===== config.mk =====
export PLATFORM = sky130hd
export DESIGN_NAME = mcpu_kbd_fifo
export DESIGN_NICKNAME = d
export VERILOG_FILES = /design/src/rtl/mcpu_kbd_fifo.sv
export SDC_FILE = /design/constraint.sdc
export NUM_CORES = 1
export LEC_CHECK = 0
export BUFFER_PORTS_ARGS = -buffer_cell sky130_fd_sc_hd__clkbuf_2
export CAP_MARGIN = 20
export CORE_MARGIN = 3
export CORE_UTILIZATION = 60
export CTS_BUF_LIST = sky130_fd_sc_hd__clkbuf_2 sky130_fd_sc_hd__clkbuf_4 sky130_fd_sc_hd__clkbuf_8
export DETAILED_ROUTE_END_ITERATION = 8
export GPL_TIMING_DRIVEN = 0
export HOLD_SLACK_MARGIN = 0.06
export PLACE_DENSITY = 0.91
export SYNTH_ARGS = -nofsm -noshare
export SYNTH_HDL_FRONTEND = slang
export SYNTH_SLANG_ARGS = --single-unit

===== constraint.sdc =====
create_clock -name clk -period 3.5 [get_ports clk]
set_clock_uncertainty 0.2 [all_clocks]
set_input_delay 0.175 -clock clk [delete_from_list [all_inputs] [get_ports clk]]
set_output_delay 0.175 -clock clk [all_outputs]
set_load 0.01 [all_outputs]

===== src/rtl/mcpu_kbd_fifo.sv =====
// Keyboard input stage: synchronizes the raw keycode, turns key changes into events and
// queues them for the CPU's ALU Y port. Define MCPU_KBD_RELEASE_EN to also queue key releases.
module mcpu_kbd_fifo #(
    parameter int DATA_WIDTH = 16,
    parameter int DEPTH_LOG2 = 3
) (
    input  logic                  clk,
    input  logic                  reset,
    input  logic [7:0]            keycode,
    input  logic                  pop,
    input  logic                  clear_overflow,
    output logic [DATA_WIDTH-1:0] key_out,
    output logic                  key_valid,
    output logic [DEPTH_LOG2:0]   fifo_count,
    output logic                  overflow
);

    localparam int DEPTH = 1 << DEPTH_LOG2;
    localparam logic [DEPTH_LOG2:0] FULL_CNT = (DEPTH_LOG2+1)'(DEPTH);
    localparam logic [DEPTH_LOG2:0] CNT_ONE = (DEPTH_LOG2+1)'(1);
    localparam logic [DEPTH_LOG2-1:0] PTR_ONE = DEPTH_LOG2'(1);
`ifdef MCPU_KBD_RELEASE_EN
    localparam int ENTRY_W = 9;
`else
    localparam int ENTRY_W = 8;
`endif

    logic [7:0]            s1, s2, prev;
    logic [ENTRY_W-1:0]    mem [DEPTH];
    logic [DEPTH_LOG2-1:0] rd_ptr, wr_ptr;
    logic [DEPTH_LOG2:0]   count;
    logic                  ovf_q;
    logic                  push;
    logic [ENTRY_W-1:0]    entry;
    logic                  empty, full, do_pop, do_push, ovf_set;

    always_ff @(posedge clk) begin
        if (reset) begin
            s1   <= 8'd0;
            s2   <= 8'd0;
            prev <= 8'd0;
        end else begin
            s1   <= keycode;
            s2   <= s1;
            prev <= s2;
        end
    end

    // s2 != prev with s2 == 0 implies prev holds the released code
    always_comb begin
        push = 1'b0;
`ifdef MCPU_KBD_RELEASE_EN
        entry = {1'b0, s2};
`else
        entry = s2;
`endif
        if (s2 != prev) begin
            if (s2 != 8'd0) begin
                push = 1'b1;
            end
`ifdef MCPU_KBD_RELEASE_EN
            else begin
                push  = 1'b1;
                entry = {1'b1, prev};
            end
`endif
        end
    end

    assign empty   = (count == '0);
    assign full    = (count == FULL_CNT);
    assign do_pop  = pop & ~empty;
    assign do_push = push & (~full | do_pop);
    assign ovf_set = push & full & ~do_pop;

    always_ff @(posedge clk) begin
        if (reset) begin
            rd_ptr <= '0;
            wr_ptr <= '0;
            count  <= '0;
            ovf_q  <= 1'b0;
        end else begin
            if (do_push) wr_ptr <= wr_ptr + PTR_ONE;
            if (do_pop)  rd_ptr <= rd_ptr + PTR_ONE;
            case ({do_push, do_pop})
                2'b10:   count <= count + CNT_ONE;
                2'b01:   count <= count - CNT_ONE;
                default: count <= count;
            endcase
            if (ovf_set)             ovf_q <= 1'b1;
            else if (clear_overflow) ovf_q <= 1'b0;
        end
    end

    always_ff @(posedge clk) begin
        if (do_push && !reset) mem[wr_ptr] <= entry;
    end

    always_comb begin
        key_out = '0;
        if (!empty) begin
            key_out[15]          = 1'b1;
            key_out[ENTRY_W-1:0] = mem[rd_ptr];
        end
    end

    assign key_valid  = ~empty;
    assign fifo_count = count;
    assign overflow   = ovf_q;

endmodule


==> impl_metrics.toml, run 1 <==
[outcome]
status = "finished clean"

[critical_path]
critPathArrivalTime_ns = 3.43
crit_required_ns = 3.59
critPathMaxFanout = 11
start_kind = "register"
rr_worst_depth = 13
end_kind = "register"
critPathKind = "reg2reg"

[global_route]
grtUsageTotal = 0.2185
grt_pass1_vias = 2385
grt_max_degree = 19
busiest_layer = "met2"
grtUsageMet3 = 0.04825
overflow = 0
grtUsageMet1 = 0.2386
met2_usage = 0.4075
grt_pass1_wl_mm = 11.96
antenna_found_initial = 0

[flow_run]
max_cap_viol_count = 0

[logic_synthesis]
syn_inst = 254
synth.most_common_cell = "edfxtp_1"
ys_types = 37
netlist_area_mm2 = 0.003980
synth_area_leader_cell = "edfxtp_1"
synth_area_leaders = "edfxtp_1, dfxtp_1, mux4_2"
synth_common_cells = "edfxtp_1, dfxtp_1, nor2b_1"
yosysTopAreaCellShare = 0.4829
synth_edf_count = 64
ys_ff_latch = 102
ys_async_sr_fraction = 0
ys_warn_count = 0
syn_area_per_cell_um2 = 15.67
yosysSeqAreaShare = 0.6740
synthFlopType = "edfxtp_1"

[routing]
firstDrtPassIters = 4
wirelength_mm = 7.477
drc = 0
avgViaCountPerCell = 5.556
wl_per_cell_um = 18.46
num_vias = 2250
drtIter0Drc = 125
antenna_left = 0

[cts]
htree_levels = 3
path_clk_slew_ns = 0.10
cts-root-buf = "clkbuf_8"
cts_tree = "done"
cts_buffers = 9
clk_path_buf_depth = 2
cts.sinks = 102
clk_latency_ns = 0.37

[timing]
rsz0062_at_grt = "no"
max_freq_ghz = 0.2989
setup_tns_ns = 0
worst_pin_slew_ns = 0.7069
slew_viol_final = 0
setup_violations = 0
hold_viol_final = 0
period_minus_slack_ns = 3.346
relSlewSlack = 0.5252
period_share = 0.9560

[placement]
place_congestion = 0.7434
numPortBuffers = 25
hpwl_mm = 4.987

[pwr]
p_per_area_mw_per_mm2 = 601.3
power.leakage_nw = 1.788
finalPower_mw = 2.839
peakVddDrop_mv = 0.5093

[floorplanning]
core_area_mm2 = 0.006386
die_area_mm2 = 0.007647
io_pins = 34
initial_core_util = 0.6232
rows = 29
die_y_um = 87.45
die_w_um = 87.45

[final_layout]
areaGrowthSynthToFinish_pct = 18.64
n_antenna_cell = 0
layout-drive-gt1-share = 0.3171
final_nets = 341

[hold_path]
min_path_cells = 5
min_path_type = "in2reg"
==> metal layers <==
metal / up-vias / wire [µm]
li1: 1048 / -
met1: 1126 / 2791
met2: 59 / 4214
met3: 17 / 312
met4: 0 / 159
met5: - / 0
==> cells by family (layout without fill, tap and decap cells) <==
kind of cell | after synthesis | after routing | share of synthesized area
AND/OR/NAND/NOR | 71 | 71 | 0.1047
other | 1 | 7 | 0.0009422
flip-flops | 102 | 102 | 0.6740
XOR/XNOR | 13 | 13 | 0.03238
buffers and inverters | 25 | 93 | 0.03489
AO/OA/AOI/OAI | 9 | 9 | 0.01415
adder cells (fa/ha/maj) | 6 | 6 | 0.02075
multiplexers | 27 | 27 | 0.1182
==> through the flow <==
stage | cell area [µm²] | hold WS [ns] | utilization | setup WS [ns] | cells
6_report | 4722 | 0.1298 | 0.7394 | 0.1541 | 405
5_1_grt | 4722 | 0.1534 | 0.7394 | 0.01931 | 405
4_1_cts | 4695 | 0.1276 | 0.7351 | 0.04194 | 405
3_5_place_dp | 4322 | 0.1869 | 0.6767 | 0.1736 | 370
3_3_place_gp | 4224 | 0.1847 | 0.6614 | 0.1424 | 362
2_1_floorplan | 4003 | 0.1032 | - | 0.6292 | 260
==> critical path, stage by stage, from the launching register on <==
cell,delay [ns]
dfxtp_4,0.40
xor2_1,0.16
nor4_2,0.35
nand2_1,0.17
and2_1,0.16
clkbuf_2,0.15
inv_2,0.19
ha_1,0.24
ha_1,0.25
a21o_2,0.21
a21oi_1,0.19
xnor2_1,0.09
or3_1,0.32
a21oi_1,0.18
==> sequential cells by signal, summed over array words and instances (netlist names), named ones only <==
register / flops
mem: 64
entry: 8
prev: 8
s1: 8
fifo_count: 4
rd_ptr: 3
wr_ptr: 3
overflow: 1
==> cell usage in the layout, fill, tap and decap left out, types with 3 or more instances in the layout <==
cell type	n
xor2_1	10
conb_1	7
ha_1	5
edfxtp_1	64
nor2_1	18
dlygate4sd3_1	19
nor4_2	8
clkbuf_8	9
mux4_2	16
dfxtp_2	6
nand3b_1	3
inv_1	4
nand2b_1	4
nor2b_1	24
buf_4	17
inv_6	4
clkbuf_2	26
dfxtp_1	30
mux2i_1	11
a21oi_1	5
clkbuf_1	4
nor3_1	3
==> worst paths after layout <==
check | startpoint | end | slack (ns)
setup / recovery | entry[6] | fifo_count[3] | 0.15
setup reg to reg | entry[6] | fifo_count[3] | 0.15
hold reg to reg | s1[1] | entry[1] | 0.25
hold / removal | pop | rd_ptr[0] | 0.13
==> power breakdown <==
group          internal, mW  total (mW)  switching (mW)
clock                 0.281       0.696           0.415
sequential             1.35        1.42          0.0740
combinational         0.344       0.724           0.380
==> repair_timing <==
action | in CTS | in global routing
hold buffers | 19 | 0
setup buffers | 0 | 0
endpoints found under the setup margin | 0 | 1
gates resized for setup | 0 | 12
endpoints found under the hold margin | 29 | 0
==> area by class of cell <==
cell class | instances | area (µm²)
fill | 380 | 1664
tap | 77 | 96.34
multi-input combinational | 133 | 1231
timing repair buffer | 52 | 375.4
inverter | 6 | 22.52
clock buffer | 10 | 131.4
clock inverter | 6 | 51.30
buffer | 19 | 116.4
sequential | 102 | 2698
(Power assumes the default switching activity.)
==> run 2, diff against run 1 <==
--- a/config.mk
+++ b/config.mk
@@ -5,15 +5,16 @@
 export SDC_FILE = /design/constraint.sdc
 export NUM_CORES = 1
 export LEC_CHECK = 0
+export ABC_AREA = 1
 export BUFFER_PORTS_ARGS = -buffer_cell sky130_fd_sc_hd__clkbuf_2
 export CAP_MARGIN = 20
-export CORE_MARGIN = 3
 export CORE_UTILIZATION = 60
 export CTS_BUF_LIST = sky130_fd_sc_hd__clkbuf_2 sky130_fd_sc_hd__clkbuf_4 sky130_fd_sc_hd__clkbuf_8
 export DETAILED_ROUTE_END_ITERATION = 8
 export GPL_TIMING_DRIVEN = 0
 export HOLD_SLACK_MARGIN = 0.06
 export PLACE_DENSITY = 0.91
+export REMOVE_ABC_BUFFERS = 1
 export SYNTH_ARGS = -nofsm -noshare
 export SYNTH_HDL_FRONTEND = slang
 export SYNTH_SLANG_ARGS = --single-unit
==> run 2 against run 1 <==
Effect of this change: clock-buffer cell count rose by 1; via count increased by 22%; largest power group unchanged; hold slack improved by 0.027 ns; highest routed layer unchanged; design area decreased by 4.0%; fmax rose by 26%; power up 6.1%; first-iteration DRC count increased by 59%; area after synthesis rose by 2.9%; clock power grew 7.6%; sequential cell count stayed put; critical path type unchanged; utilization shrank 3.8 points.
==> impl_metrics.toml, run 2 <==
[logic_synthesis]
ys_types = 31
synth.most_common_cell = "nor2_1"
ys_async_sr_fraction = 0
ys_warn_count = 0
synth_area_leaders = "edfxtp_1, dfxtp_1, nor2_1"
synth_area_leader_cell = "edfxtp_1"
syn_area_per_cell_um2 = 10.66
syn_inst = 384
synth_edf_count = 64
ys_ff_latch = 102
synth_common_cells = "nor2_1, edfxtp_1, dfxtp_1"
netlist_area_mm2 = 0.004095
synthFlopType = "edfxtp_1"
yosysTopAreaCellShare = 0.4693
yosysSeqAreaShare = 0.6551

[critical_path]
crit_slowest_cell = "dfxtp_1"
reg2reg_slack_ns = 0.85
crit_required_ns = 3.60
start_kind = "register"
critPathArrivalTime_ns = 2.75
cp_cell_sequence = "xnor2_1, nand2_1, nor2_2, nand2_4, nand3_2, ha_1, ha_1, a21oi_1, nand2_1, a21oi_1, o21ai_1, nand2_1, nand2_1, nor2_1"
end_kind = "register"
critPathKind = "reg2reg"
slowest_delay_ns = 0.57
critPathMaxFanout = 10
cpMostUsedCell = "nand2_1"

[global_route]
grt_max_degree = 34
grt_pass1_vias = 2679
overflow = 0
antenna_found_initial = 0
grt_pass1_wl_mm = 11.96
grtUsageTotal = 0.2287

[placement]
dp_cells = 473
place_area_mm2 = 0.004203
place_ws_ns = 0.7774
hpwl_mm = 4.464
numPortBuffers = 26
place_congestion = 0.8336

[pwr]
power.leakage_nw = 1.787
power_switching_mw = 0.9885
seq_power_share = 0.481
p_int_mw = 2.025
switching_share = 0.3280
p_clk_frac = 0.248
p_comb_frac = 0.270
peakVddDrop_mv = 0.4560
p_per_area_mw_per_mm2 = 664.7

[timing]
rsz0062_at_grt = "no"
hold_viol_final = 0
worst_pin_slew_ns = 1.016
relSlewSlack = 0.3203
period_share = 0.7583
period_minus_slack_ns = 2.654
fin_ws_ns = 0.8459
hold_slack_ns = 0.1566
max_freq_ghz = 0.3768
slew_viol_final = 0
setup_tns_ns = 0
setup_violations = 0

[floorplanning]
core_area_mm2 = 0.006459
die_area_mm2 = 0.007160
io_pins = 34
initial_core_util = 0.6341
rows = 29
die_y_um = 84.62
die_w_um = 84.62

[final_layout]
areaGrowthSynthToFinish_pct = 10.69
largest_reg_flops = 64
layout_commonest_cell = "nor2_1"
layout-drive-gt1-share = 0.1442
final_nets = 436
final_area_mm2 = 0.004533
n_antenna_cell = 0
top_register = "mem"
fin_cells = 500
final_cell_mix = "nor2_1, edfxtp_1, dfxtp_1"

[routing]
wl_per_cell_um = 15.25
drc = 0
avgViaCountPerCell = 5.496
num_vias = 2748
antenna_left = 0
firstDrtPassIters = 8
wirelength_mm = 7.623
drtIter0Drc = 199

[cts]
cts.sinks = 102
htree_levels = 3
path_clk_slew_ns = 0.09
cts.repair.resized = 0
cts_buffers = 9
cts-root-buf = "clkbuf_8"
clk_path_buf_depth = 2
clk_latency_ns = 0.36
cts_setup_buffers = 0
cts_tree = "done"
postCtsHoldBufs = 10

[hold_path]
min_path_type = "in2reg"

[outcome]
status = "finished clean"

[flow_run]
max_cap_viol_count = 0
[run 2: changes by cell type after synthesis, moves of 8 or more]
cell     before  now
a31oi_1       0    8
inv_1         4   35
mux2i_1      11    0
mux4_2       16    0
nand2_1       2   25
nor2_1       18   88
nor2b_1      24    0
nor4_1       10    0
o21ai_0       1   17
o21ai_1       0   29
o22ai_1       0    8
xor2_1       10    1
[run 2: power by group through the flow]
stage,clock [mW],sequential [mW],combinational (mW)
after floorplan,0,1.47,0.522
after CTS,0.756,1.47,0.775
after detailed placement,0,1.49,0.759
final,0.749,1.45,0.815
after global placement,0,1.49,0.728
after global routing,0.797,1.46,0.900
[run 2: final timing paths]
path	startpoint	depth (start not counted)	endpoint
setup / recovery	entry[4]	14	fifo_count[3]
hold / removal	reset	2	prev[6]
setup reg to reg	entry[4]	14	fifo_count[3]
hold reg to reg	s1[3]	2	entry[3]
[run 2: final cells by class]
cell class / instances / area, µm²
Clock inverter: 5 / 57.56
Clock buffer: 11 / 145.1
Fill cell: 439 / 1926
Inverter: 43 / 161.4
Timing Repair Buffer: 37 / 257.7
Sequential cell: 102 / 2683
Multi-Input combinational cell: 225 / 1132
Tap cell: 77 / 96.34
[run 2: cell families after synthesis]
family          synth area share
buf+inv                  0.07394
other cells            0.0009157
xor+xnor                 0.01497
flops                     0.6551
compound gates           0.09410
simple gates              0.1409
fa+ha+maj                0.02017
[run 2: metrics by stage]
step	power, mW	utilization
2_1_floorplan	1.990	-
3_3_place_gp	2.219	0.6507
3_5_place_dp	2.254	0.6507
4_1_cts	2.999	0.6976
5_1_grt	3.157	0.7019
6_report	3.013	0.7019
[run 2: critical path, delay by kind of cell, from the launching register on]
kind / cells / cell delay, ns
flops: 1 / 0.57
xor+xnor: 1 / 0.18
simple gates: 8 / 0.74
compound gates: 3 / 0.37
fa+ha+maj: 2 / 0.54
[run 2: per-layer routing]
metal  up-vias  track usage  part of all wire
met5         -            0                 0
met4         0       0.1448             0.036
met3        26      0.06293             0.062
met2       114       0.3858              0.50
met1      1267       0.2577              0.40
li1       1341            -                 -
==> run 3, diff against run 2 <==
--- a/config.mk
+++ b/config.mk
@@ -8,12 +8,12 @@
 export ABC_AREA = 1
 export BUFFER_PORTS_ARGS = -buffer_cell sky130_fd_sc_hd__clkbuf_2
 export CAP_MARGIN = 20
-export CORE_UTILIZATION = 60
+export CORE_UTILIZATION = 55
 export CTS_BUF_LIST = sky130_fd_sc_hd__clkbuf_2 sky130_fd_sc_hd__clkbuf_4 sky130_fd_sc_hd__clkbuf_8
 export DETAILED_ROUTE_END_ITERATION = 8
 export GPL_TIMING_DRIVEN = 0
 export HOLD_SLACK_MARGIN = 0.06
-export PLACE_DENSITY = 0.91
+export PLACE_DENSITY = 0.88
 export REMOVE_ABC_BUFFERS = 1
 export SYNTH_ARGS = -nofsm -noshare
 export SYNTH_HDL_FRONTEND = slang
==> constraint.sdc (replaced) <==
create_clock -name clk -period 2.2 [get_ports clk]
set_clock_uncertainty 0.2 [all_clocks]
set_input_delay 0.11 -clock clk [delete_from_list [all_inputs] [get_ports clk]]
set_output_delay 0.11 -clock clk [all_outputs]
set_load 0.01 [all_outputs]
==> run 3 against run 2 <==
Effect of this change: the run now ends with setup timing left; critical path depth shrank 5; power rose by 73%; design area rose by 7.5%; largest cell class unchanged.
==> impl_metrics.toml, run 3 (synthesis results as in run 2) <==
[routing]
wirelength_mm = 8.622
antenna_left = 0
drtIter0Drc = 252
drc = 0
num_vias = 2873
avgViaCountPerCell = 5.320
wl_per_cell_um = 15.97
firstDrtPassIters = 5

[critical_path]
critPathArrivalTime_ns = 2.16
rr_worst_depth = 9
crit_required_ns = 2.02
critPathMaxFanout = 8
reg2reg_slack_ns = -0.15
worst-path-buf-inv = 2
slowest_delay_ns = 0.61
crit_family = "simple AND/OR/NAND/NOR gates"
cp.depth = 9
cpMostUsedCell = "nand2_1"
cp_cell_sequence = "inv_4, nand2_1, nand2_1, nand2_1, nor2_2, nand2_4, buf_4, nand4_1, nor2_2"
crit_slowest_cell = "nor2_2"
end_kind = "register"
critPathKind = "reg2reg"
start_kind = "register"

[final_layout]
areaGrowthSynthToFinish_pct = 19.03
final_cell_mix = "nor2_1, edfxtp_1, inv_1"
final_nets = 454
n_antenna_cell = 0
fin_util = 0.6757
layout-drive-gt1-share = 0.2472
nFillCells = 517
multi_input_area_mm2 = 0.001221
top_register = "mem"
layout_commonest_cell = "nor2_1"
fin_cells = 540
ff_latch_area_mm2 = 0.002718
largest_reg_flops = 64

[timing]
rsz0062_at_grt = "yes"
slew_viol_final = 0
period_minus_slack_ns = 2.348
setup_violations = 33
fin_ws_ns = -0.1479
relSlewSlack = 0.5752
worst_pin_slew_ns = 0.6364
hold_viol_final = 0
max_freq_ghz = 0.4259
period_share = 1.067

[pwr]
peakVddDrop_mv = 0.7832
power.leakage_nw = 1.907
p_per_area_mw_per_mm2 = 1068

[floorplanning]
die_y_um = 88.29
die_area_mm2 = 0.007795
rows = 31
die_w_um = 88.29
initial_core_util = 0.5676
io_pins = 34
core_area_mm2 = 0.007214

[cts]
cts.sinks = 102
cts_tree = "done"
htree_levels = 3
cts-root-buf = "clkbuf_8"
path_clk_slew_ns = 0.09
cts_buffers = 9
clk_latency_ns = 0.38
clk_path_buf_depth = 2

[global_route]
grtUsageTotal = 0.2308
grt_max_degree = 34
grt_pass1_wl_mm = 12.88
grt_pass1_vias = 2786
overflow = 0
antenna_found_initial = 0

[hold_path]
min_path_type = "in2reg"
min_path_cells = 2

[outcome]
violations = "setup timing"
status = "finished, violations left"

[placement]
place_ws_ns = -0.4711
place_congestion = 0.8069
numPortBuffers = 26
hpwl_mm = 4.425
dp_cells = 495

[flow_run]
max_cap_viol_count = 0
==> run 3: per-layer routing <==
metal	wire length (µm)	vias to the layer above	GRT usage
li1	-	1374	-
met3	472	27	0.03918
met2	4428	113	0.3874
met1	3413	1359	0.2747
met4	308	0	0.1540
met5	0	-	0
==> run 3: through the flow <==
stage          hold slack [ns]  cell area, µm²  total power, mW   TNS, ns
5_1_grt                 0.1605            4875            5.460    -4.579
6_report               0.09064            4875            5.204    -2.648
4_1_cts                0.09152            4761            5.091   -0.5683
3_3_place_gp            0.1027            4230            3.529    -8.307
3_5_place_dp            0.1055            4230            3.587    -14.34
2_1_floorplan         -0.02093            3976            3.167  -0.06308
==> run 3: where the power goes <==
group / switching, mW / leakage (nW) / internal [mW]
logic: 0.876 / 0.872 / 0.581
registers: 0.173 / 0.912 / 2.15
clock network: 0.622 / 0.123 / 0.801
total: 1.67 / 1.91 / 3.53
==> run 3: final timing paths <==
| path | endpoint | from |
|---|---|---|
| hold reg to reg | entry[7] | s1[7] |
| hold / removal | s1[6] | reset |
| setup / recovery | mem[1][2] | entry[1] |
| setup reg to reg | mem[1][2] | entry[1] |
==> run 3: repair_timing <==
item / in CTS / in global routing
setup endpoints to repair: 75 / 53
buffers inserted: 11 / 8
pin swaps: 3 / 4
hold buffers: 10 / 0
resized for setup: 30 / 21
endpoints found under the hold margin: 15 / 0
==> run 3: layout make-up <==
cell class | count | share of cell area
clock buffers | 11 | 0.02977
clock inverters | 5 | 0.02182
inverters | 43 | 0.03773
multi-input cells | 225 | 0.2505
flip-flops and latches | 102 | 0.5575
well taps | 99 | 0.02541
repair buffers | 55 | 0.07726
